==> config.mk <==
export PLATFORM = sky130hd
export DESIGN_NAME = gin_ctrl
export DESIGN_NICKNAME = d
export VERILOG_FILES = /design/src/rtl/gin_ctrl.sv
export SDC_FILE = /design/constraint.sdc
export NUM_CORES = 1
export LEC_CHECK = 0
export CAP_MARGIN = 20
export CORE_ASPECT_RATIO = 0.8
export CORE_MARGIN = 2
export CORE_UTILIZATION = 48
export CTS_CLUSTER_DIAMETER = 150
export DETAILED_ROUTE_END_ITERATION = 16
export GPL_TIMING_DRIVEN = 0
export PLACE_DENSITY_LB_ADDON = 0.2
export SLEW_MARGIN = 20
export SYNTH_ARGS = -nofsm -noshare
export SYNTH_HDL_FRONTEND = slang
export SYNTH_SLANG_ARGS = --single-unit
==> constraint.sdc <==
create_clock -name i_clk -period 2.6 [get_ports i_clk]
set_input_delay 0.52 -clock i_clk [delete_from_list [all_inputs] [get_ports i_clk]]
set_output_delay 0.52 -clock i_clk [all_outputs]
set_load 0.01 [all_outputs]
==> src/rtl/gin_ctrl.sv <==
// rtl/gin_ctrl.sv - grid packet injector controller: bus ID config then tagged payload streaming (optional GIN_CTRL_PERF_EN stall counter)
module gin_ctrl #(
    parameter int ID_BITWIDTH   = 4,
    parameter int DATA_BITWIDTH = 8,
    parameter int SLV_NUM       = 6,
    parameter int CNT_BITWIDTH  = 5
) (
    input  logic                                   i_clk,
    input  logic                                   i_rst_n,
    input  logic                                   i_start,
    input  logic [SLV_NUM*ID_BITWIDTH-1:0]         i_id_cfg,
    input  logic [ID_BITWIDTH-1:0]                 i_row_base,
    input  logic [ID_BITWIDTH-1:0]                 i_col_base,
    input  logic [CNT_BITWIDTH-1:0]                i_num_row,
    input  logic [CNT_BITWIDTH-1:0]                i_num_col,
    input  logic [DATA_BITWIDTH-1:0]               i_data,
    input  logic                                   i_data_valid,
    output logic                                   o_data_ready,
    output logic [2*ID_BITWIDTH+DATA_BITWIDTH-1:0] o_packet,
    output logic                                   o_valid,
    input  logic                                   i_ready,
    output logic [SLV_NUM*ID_BITWIDTH-1:0]         o_id,
    output logic                                   o_id_valid,
    output logic                                   o_busy,
    output logic                                   o_done
`ifdef GIN_CTRL_PERF_EN
    ,
    output logic [15:0]                            o_stall_cnt
`endif
);

    localparam int SUM_W = (ID_BITWIDTH > CNT_BITWIDTH) ? ID_BITWIDTH : CNT_BITWIDTH;

    typedef enum logic [2:0] {
        IDLE   = 3'd0,
        CFG    = 3'd1,
        STREAM = 3'd2,
        DRAIN  = 3'd3,
        DONE   = 3'd4
    } state_t;

    state_t                          state;
    logic [SLV_NUM*ID_BITWIDTH-1:0]  id_cfg_q;
    logic [ID_BITWIDTH-1:0]          row_base_q;
    logic [ID_BITWIDTH-1:0]          col_base_q;
    logic [CNT_BITWIDTH-1:0]         num_row_q;
    logic [CNT_BITWIDTH-1:0]         num_col_q;
    logic [CNT_BITWIDTH-1:0]         row_cnt;
    logic [CNT_BITWIDTH-1:0]         col_cnt;
    logic [SUM_W-1:0]                row_sum;
    logic [SUM_W-1:0]                col_sum;
    logic [ID_BITWIDTH-1:0]          row_tag;
    logic [ID_BITWIDTH-1:0]          col_tag;
    logic                            accept;
    logic                            row_last;
    logic                            col_last;

    // Tags are base + offset truncated to the tag width, so they wrap modulo 2^ID_BITWIDTH
    assign row_sum  = SUM_W'(row_base_q) + SUM_W'(row_cnt);
    assign col_sum  = SUM_W'(col_base_q) + SUM_W'(col_cnt);
    assign row_tag  = row_sum[ID_BITWIDTH-1:0];
    assign col_tag  = col_sum[ID_BITWIDTH-1:0];

    assign row_last = (row_cnt == num_row_q - CNT_BITWIDTH'(1));
    assign col_last = (col_cnt == num_col_q - CNT_BITWIDTH'(1));

    // Output register may be refilled in the same cycle it drains, sustaining one packet per cycle
    assign o_data_ready = (state == STREAM) && (!o_valid || i_ready);
    assign accept       = i_data_valid && o_data_ready;
    assign o_busy       = (state != IDLE);

    // Job sequencer: config pulse, payload streaming with tag counters, drain of last packet, done pulse
    always_ff @(posedge i_clk or negedge i_rst_n) begin
        if (!i_rst_n) begin
            state      <= IDLE;
            id_cfg_q   <= '0;
            row_base_q <= '0;
            col_base_q <= '0;
            num_row_q  <= '0;
            num_col_q  <= '0;
            row_cnt    <= '0;
            col_cnt    <= '0;
            o_packet   <= '0;
            o_valid    <= 1'b0;
            o_id       <= '0;
            o_id_valid <= 1'b0;
            o_done     <= 1'b0;
        end else begin
            case (state)
                IDLE: begin
                    if (i_start) begin
                        id_cfg_q   <= i_id_cfg;
                        row_base_q <= i_row_base;
                        col_base_q <= i_col_base;
                        num_row_q  <= i_num_row;
                        num_col_q  <= i_num_col;
                        row_cnt    <= '0;
                        col_cnt    <= '0;
                        o_id       <= i_id_cfg;
                        o_id_valid <= 1'b1;
                        state      <= CFG;
                    end
                end
                CFG: begin
                    o_id       <= '0;
                    o_id_valid <= 1'b0;
                    if ((num_row_q != '0) && (num_col_q != '0)) begin
                        state <= STREAM;
                    end else begin
                        o_done <= 1'b1;
                        state  <= DONE;
                    end
                end
                STREAM: begin
                    if (o_valid && i_ready) begin
                        o_valid <= 1'b0;
                    end
                    if (accept) begin
                        o_packet <= {row_tag, col_tag, i_data};
                        o_valid  <= 1'b1;
                        if (col_last) begin
                            col_cnt <= '0;
                            if (row_last) begin
                                state <= DRAIN;
                            end else begin
                                row_cnt <= row_cnt + CNT_BITWIDTH'(1);
                            end
                        end else begin
                            col_cnt <= col_cnt + CNT_BITWIDTH'(1);
                        end
                    end
                end
                DRAIN: begin
                    // The last packet was loaded on entry, so DRAIN always spans at least one cycle
                    if (!o_valid || i_ready) begin
                        o_valid <= 1'b0;
                        o_done  <= 1'b1;
                        state   <= DONE;
                    end
                end
                DONE: begin
                    o_done <= 1'b0;
                    state  <= IDLE;
                end
                default: begin
                    state <= IDLE;
                end
            endcase
        end
    end

`ifdef GIN_CTRL_PERF_EN
    // Back-pressure counter: cycles a packet waits on the bus, cleared per job, saturating
    always_ff @(posedge i_clk or negedge i_rst_n) begin
        if (!i_rst_n) begin
            o_stall_cnt <= '0;
        end else if ((state == IDLE) && i_start) begin
            o_stall_cnt <= '0;
        end else if (o_valid && !i_ready && (o_stall_cnt != 16'hFFFF)) begin
            o_stall_cnt <= o_stall_cnt + 16'd1;
        end
    end
`endif

endmodule

---- Word level (Yosys, flattened, before mapping) ----
Cells that the tools add are included.
W data, S select, Z words.
word-level totals
  bits of input ports ..................... 55
  word-level logic and storage cells ...... 80
  bits in registers ....................... 74
  output and inout bits ................... 45
cells by class
  eq/ne operators ......................... 14
  add/sub/neg operators ................... 6
  multiplexer cells ....................... 26
  reduce and logical (&&, ||, !) cells .... 22
operators by type and width
  operator               number
  $pmux W24 S2           1
  $mux W5                6
  $mux W24               1
  $pmux W5 S2            2
  $mux W3                6
  $ne A2 B2 Y1 const B   7
  $pmux W3 S4            1
  $add A5 B1 Y5 const B  2
  $eq A5 B5 Y1           2
  $reduce_and A5 Y1      2
  $reduce_bool A5 Y1     2
  $sub A5 B1 Y5 const B  2
  $reduce_and A3 Y1      3
  $add A4 B4 Y4          2
  $eq A3 B2 Y1 const B   2
  $mux W1                6
  $reduce_and A2 Y1      3
  $reduce_bool A2 Y1     3
  $reduce_bool A3 Y1     2
  $logic_and A1 B1 Y1    4
  $pmux W1 S2            2
  $eq A3 B1 Y1 const B   1
  $eq A3 B3 Y1 const B   1
  $logic_not A3 Y1       1
  4 further kinds        4

---- Longest topological paths before layout ----
  depth in word-level cells ............... 6
  mapped depth ............................ 8
  mapped depth without buffers ............ 7

---- Worst setup path before layout ----
Ideal clock, no wire load.
  path kind ............................... register to register
  start point ............................. register num_col_q[0]
  end point ............................... register row_cnt[2]
  stages on the path, launching flop included .. 8
  setup slack ............................. 0.539 ns
  data arrival time ....................... 1.942 ns
  path buffers ............................ 0
  setup time .............................. 0.120 ns
  clock period less this slack ............ 2.061 ns
  data required time ...................... 2.480 ns
  path through ............................ dfrtp_1 -> inv_1 -> ha_1 -> xnor2_1 -> a211oi_1 -> o311ai_2 -> or4b_1 -> a31o_1
between the ends
  cells in the longest elaborated chain, start to end .. 4
RTL lines
  what                         RTL line  text
  start, declared              47        logic [CNT_BITWIDTH-1:0] num_col_q;
  start signal, assigned       96        num_col_q <= i_num_col;
  $sub A5 B1 Y5                65        assign col_last = (col_cnt == num_col_q - CNT_BITWIDTH'(1));
  $eq A5 B5 Y1                 65
  $ne A2 B2 Y1 (no line)       -
  $reduce_and A5 Y1 (no line)  -
  end signal, assigned         126       row_cnt <= row_cnt + CNT_BITWIDTH'(1);
  end, declared                48        logic [CNT_BITWIDTH-1:0] row_cnt;
Every way passes these cells.
A chain may end at the register's enable or synchronous reset.

---- Worst setup path in the final report ----
  start point ............................. register state[0]
  end point ............................... output port o_data_ready
between the ends
  cells in the longest elaborated chain, start to end .. 2
RTL lines
  what                    RTL line  text
  start, declared         42        state_t state;
  start signal, assigned  75        state <= IDLE;
  start signal, assigned  101       state <= CFG;
  start signal, assigned  108       state <= STREAM;
  $eq A3 B2 Y1            68        assign o_data_ready = (state == STREAM) && (!o_valid || i_ready);
  $logic_and A1 B1 Y1     68
  end, declared           18        output logic o_data_ready,
Every way passes these cells.

==> insert_results.sql <==
INSERT INTO impl_metrics (metric_group, metric, value, unit) VALUES
('global_route', 'grt_max_degree', '40', ''),
('cts', 'cts.hold.buffers_added', '0', ''),
('floorplanning', 'row_count', '28', ''),
('setup_path', 'critPathCapture', 'o_data_ready', ''),
('yosys', 'ys_async_sr_fraction', '100', '%'),
('cells_and_area', 'layout-drive-gt1-share', '6.57', '%'),
('setup_path', 'worst-setup-path-type', 'flip-flop to output pin', ''),
('cts', 'ctsRootBufferMaster', 'clkbuf_8', ''),
('yosys', 'synth.avg_cell_area', '9.66', 'um2'),
('timing', 'hold_viol', '0', ''),
('timing', 'post-route-period-util', '94.5', '%'),
('run', 'max_cap_viol_count', '0', ''),
('global_route', 'first_global_vias', '2851', ''),
('power', 'internal_power', '3450', 'uW'),
('timing', 'final_max_slew_viol_count', '0', ''),
('yosys', 'synth-seq-area-share', '51.8', '%'),
('setup_path', 'arrival', '1.94', 'ns'),
('power', 'power.density_cell_area', '1130', 'nW/um2'),
('floorplanning', 'initial_utilization', '48.8', '%'),
('setup_path', 'ff2ff_path_depth', '7', ''),
('setup_path', 'timing.rr.start', 'num_row_q[0]', ''),
('power', 'share_comb_of_total_power', '47.4', '%'),
('yosys', 'synth_cell_type_count', '50', ''),
('cts', 'clkSlewWorstSetupHoldPaths', '0.08', 'ns'),
('power', 'clk_pwr_share', '16.5', '%'),
('placed_design', 'placement.io_buffers', '99', ''),
('yosys', 'synth_seq_cells', '74', ''),
('timing', 'fmax', '0.407', 'GHz'),
('placed_design', 'worst_slack_after_detailed_placement', '-0.0275', 'ns'),
('power', 'leakage', '0.00220', 'uW'),
('setup_path', 'worstPathMaxFanout', '10', ''),
('global_route', 'globalRouteMet2Util', '34.4', '%'),
('drt', 'route.detailed.drc', '0', ''),
('cts', 'cts_resized', '0', ''),
('cells_and_area', 'n_antenna_cell', '0', ''),
('power', 'power.switching_fraction', '37.9', '%'),
('outcome', 'status', 'finished clean', ''),
('setup_path', 'r2r_end', 'row_cnt[1]', ''),
('drt', 'route.detailed.vias_per_inst', '5.20', ''),
('yosys', 'synth_top_area_share', '51.8', '%'),
('setup_path', 'required', '2.08', 'ns'),
('cts', 'numCtsBuffers', '9', ''),
('yosys', 'nets_in_the_synthesized_netlist', '437', ''),
('floorplanning', 'floorplan_die_width', '101', 'um'),
('yosys', 'synth.largest_area_cell', 'dfrtp_1', ''),
('cts', 'cts_htree_levels', '3', ''),
('timing', 'setup_repair_after_global_routing_missed_its_margin', 'false', ''),
('drt', 'drt_iter0_markers', '169', ''),
('yosys', 'post_synthesis_cell_area', '3580', 'um2'),
('yosys', 'synth.top_cells.by_count', '105 x nand2_1, 74 x dfrtp_1, 31 x nand3_1', ''),
('drt', 'total_iterations_of_the_first_detailed_routing_run', '4', ''),
('timing', 'tightest_slew', '0.638', 'ns'),
('cts', 'numClockSinks', '74', ''),
('setup_path', 'register_to_register_setup_slack', '0.23', 'ns'),
('cts', 'cts-root-to-sink-buffers', '2', ''),
('timing', 'setup_viol_count_final', '0', ''),
('cells_and_area', 'syn_to_final_growth', '37.3', '%'),
('yosys', 'synth.most_common_cell', 'nand2_1', ''),
('yosys', 'synth_area_leaders', 'dfrtp_1 52%, nand2_1 11%, nand3_1 4.3%', ''),
('min_path', 'worstHoldPathType', 'input port to async pin', ''),
('cells_and_area', 'final_core_density', '67.1', '%'),
('setup_path', 'setup.worst_path.start_class', 'flip-flop', ''),
('global_route', 'grt_busiest_layer', 'met2', ''),
('floorplanning', 'top_level_ports', '100', ''),
('global_route', 'grtUsageMet3', '6.45', '%'),
('cts', 'insertion_delay', '0.35', 'ns'),
('floorplanning', 'chipHeight', '81.2', 'um'),
('timing', 'setup_ws', '0.142', 'ns'),
('placed_design', 'placed_instances', '560', ''),
('drt', 'wl_cell', '14.7', 'um'),
('drt', 'vias', '3002', '');
-- how the worst min path moves through the flow --
stage,start,endpoint,slack [ns],cells after the start
floorplan,i_rst_n,col_base_q[0],0.22,0
global placement,o_id_valid,o_id_valid,0.46,2
detailed placement,o_id_valid,o_id_valid,0.47,2
CTS,i_rst_n,row_cnt[3],0.13,1
global route,i_rst_n,row_cnt[3],0.15,1
finish,i_rst_n,o_done,0.13,1
-- critical path, stage by stage, from the launching register on --
cell	delay, ns
dfrtp_1	0.39
buf_1	0.22
nor3b_4	0.25
and2_1	0.18
clkdlybuf4s50_1	0.55
-- sequential cells by signal, indices dropped and copies added, names as in the netlist, 3 cells and up --
| signal | count |
|---|---|
| col_base_q | 4 |
| num_row_q | 5 |
| o_packet | 16 |
| row_base_q | 4 |
| state | 3 |
| col_cnt | 5 |
| num_col_q | 5 |
| row_cnt | 5 |
| o_id | 24 |
-- area by class of cell --
class | instances | area (um2)
Fill cell | 587 | 2410
Sequential cell | 74 | 1850
Multi-Input combinational cell | 263 | 1600
Timing Repair Buffer | 101 | 1020
Clock buffer | 12 | 155
Tap cell | 90 | 113
Buffer | 19 | 73.8
Inverter | 14 | 52.6
Clock inverter | 4 | 50.0
-- cell usage in the layout (no fill, tap or decap), drive strengths merged, types with 3 or more instances in the layout --
| master | n |
|---|---|
| nand2 | 105 |
| clkdlybuf4s50 | 98 |
| dfrtp | 74 |
| nand3 | 31 |
| clkbuf | 25 |
| o21ai | 18 |
| inv | 14 |
| xnor2 | 10 |
| ha | 10 |
| mux2 | 10 |
| buf | 9 |
| xor2 | 7 |
| nor2 | 6 |
| or3 | 5 |
| nand2b | 4 |
| a21oi | 4 |
| nand3b | 4 |
| nor2b | 4 |
| a31o | 4 |
| a31oi | 4 |
| a211oi | 3 |
| nor3 | 3 |
-- power groups by stage --
stage	Sequential [uW]	Clock, uW	Combinational, uW
2_1_floorplan	2090	0	1380
3_5_place_dp	2010	0	2640
5_1_grt	2070	997	2910
4_1_cts	2000	934	2660
6_report	2010	913	2630
3_3_place_gp	2000	0	2550
-- per-stage QoR --
step                      hold slack [ns]  area [um2]  total power [uW]
after floorplan                     0.224        3580              3480
after global placement              0.460        4680              4560
after detailed placement            0.470        4700              4650
after CTS                           0.130        4910              5600
after global routing                0.155        4910              5980
final                               0.125        4910              5550
-- per-layer routing --
| layer | vias up | wire length, um |
|---|---|---|
| met5 | - | 0 |
| met4 | 0 | 87 |
| met3 | 9 | 570 |
| met2 | 81 | 3920 |
| met1 | 1429 | 3930 |
| li1 | 1483 | - |
-- logic make-up after synthesis --
| group | Yosys count | synth area share [%] |
|---|---|---|
| muxes | 11 | 3.43 |
| AOI/OAI and AO/OA | 48 | 9.41 |
| adders and majority gates | 12 | 4.62 |
| xor gates and xnor gates | 17 | 4.16 |
| DFF | 74 | 51.8 |
| buffers and inverters | 33 | 3.53 |
| and+or+nand+nor | 175 | 23.1 |
(Power assumes the default switching activity.)
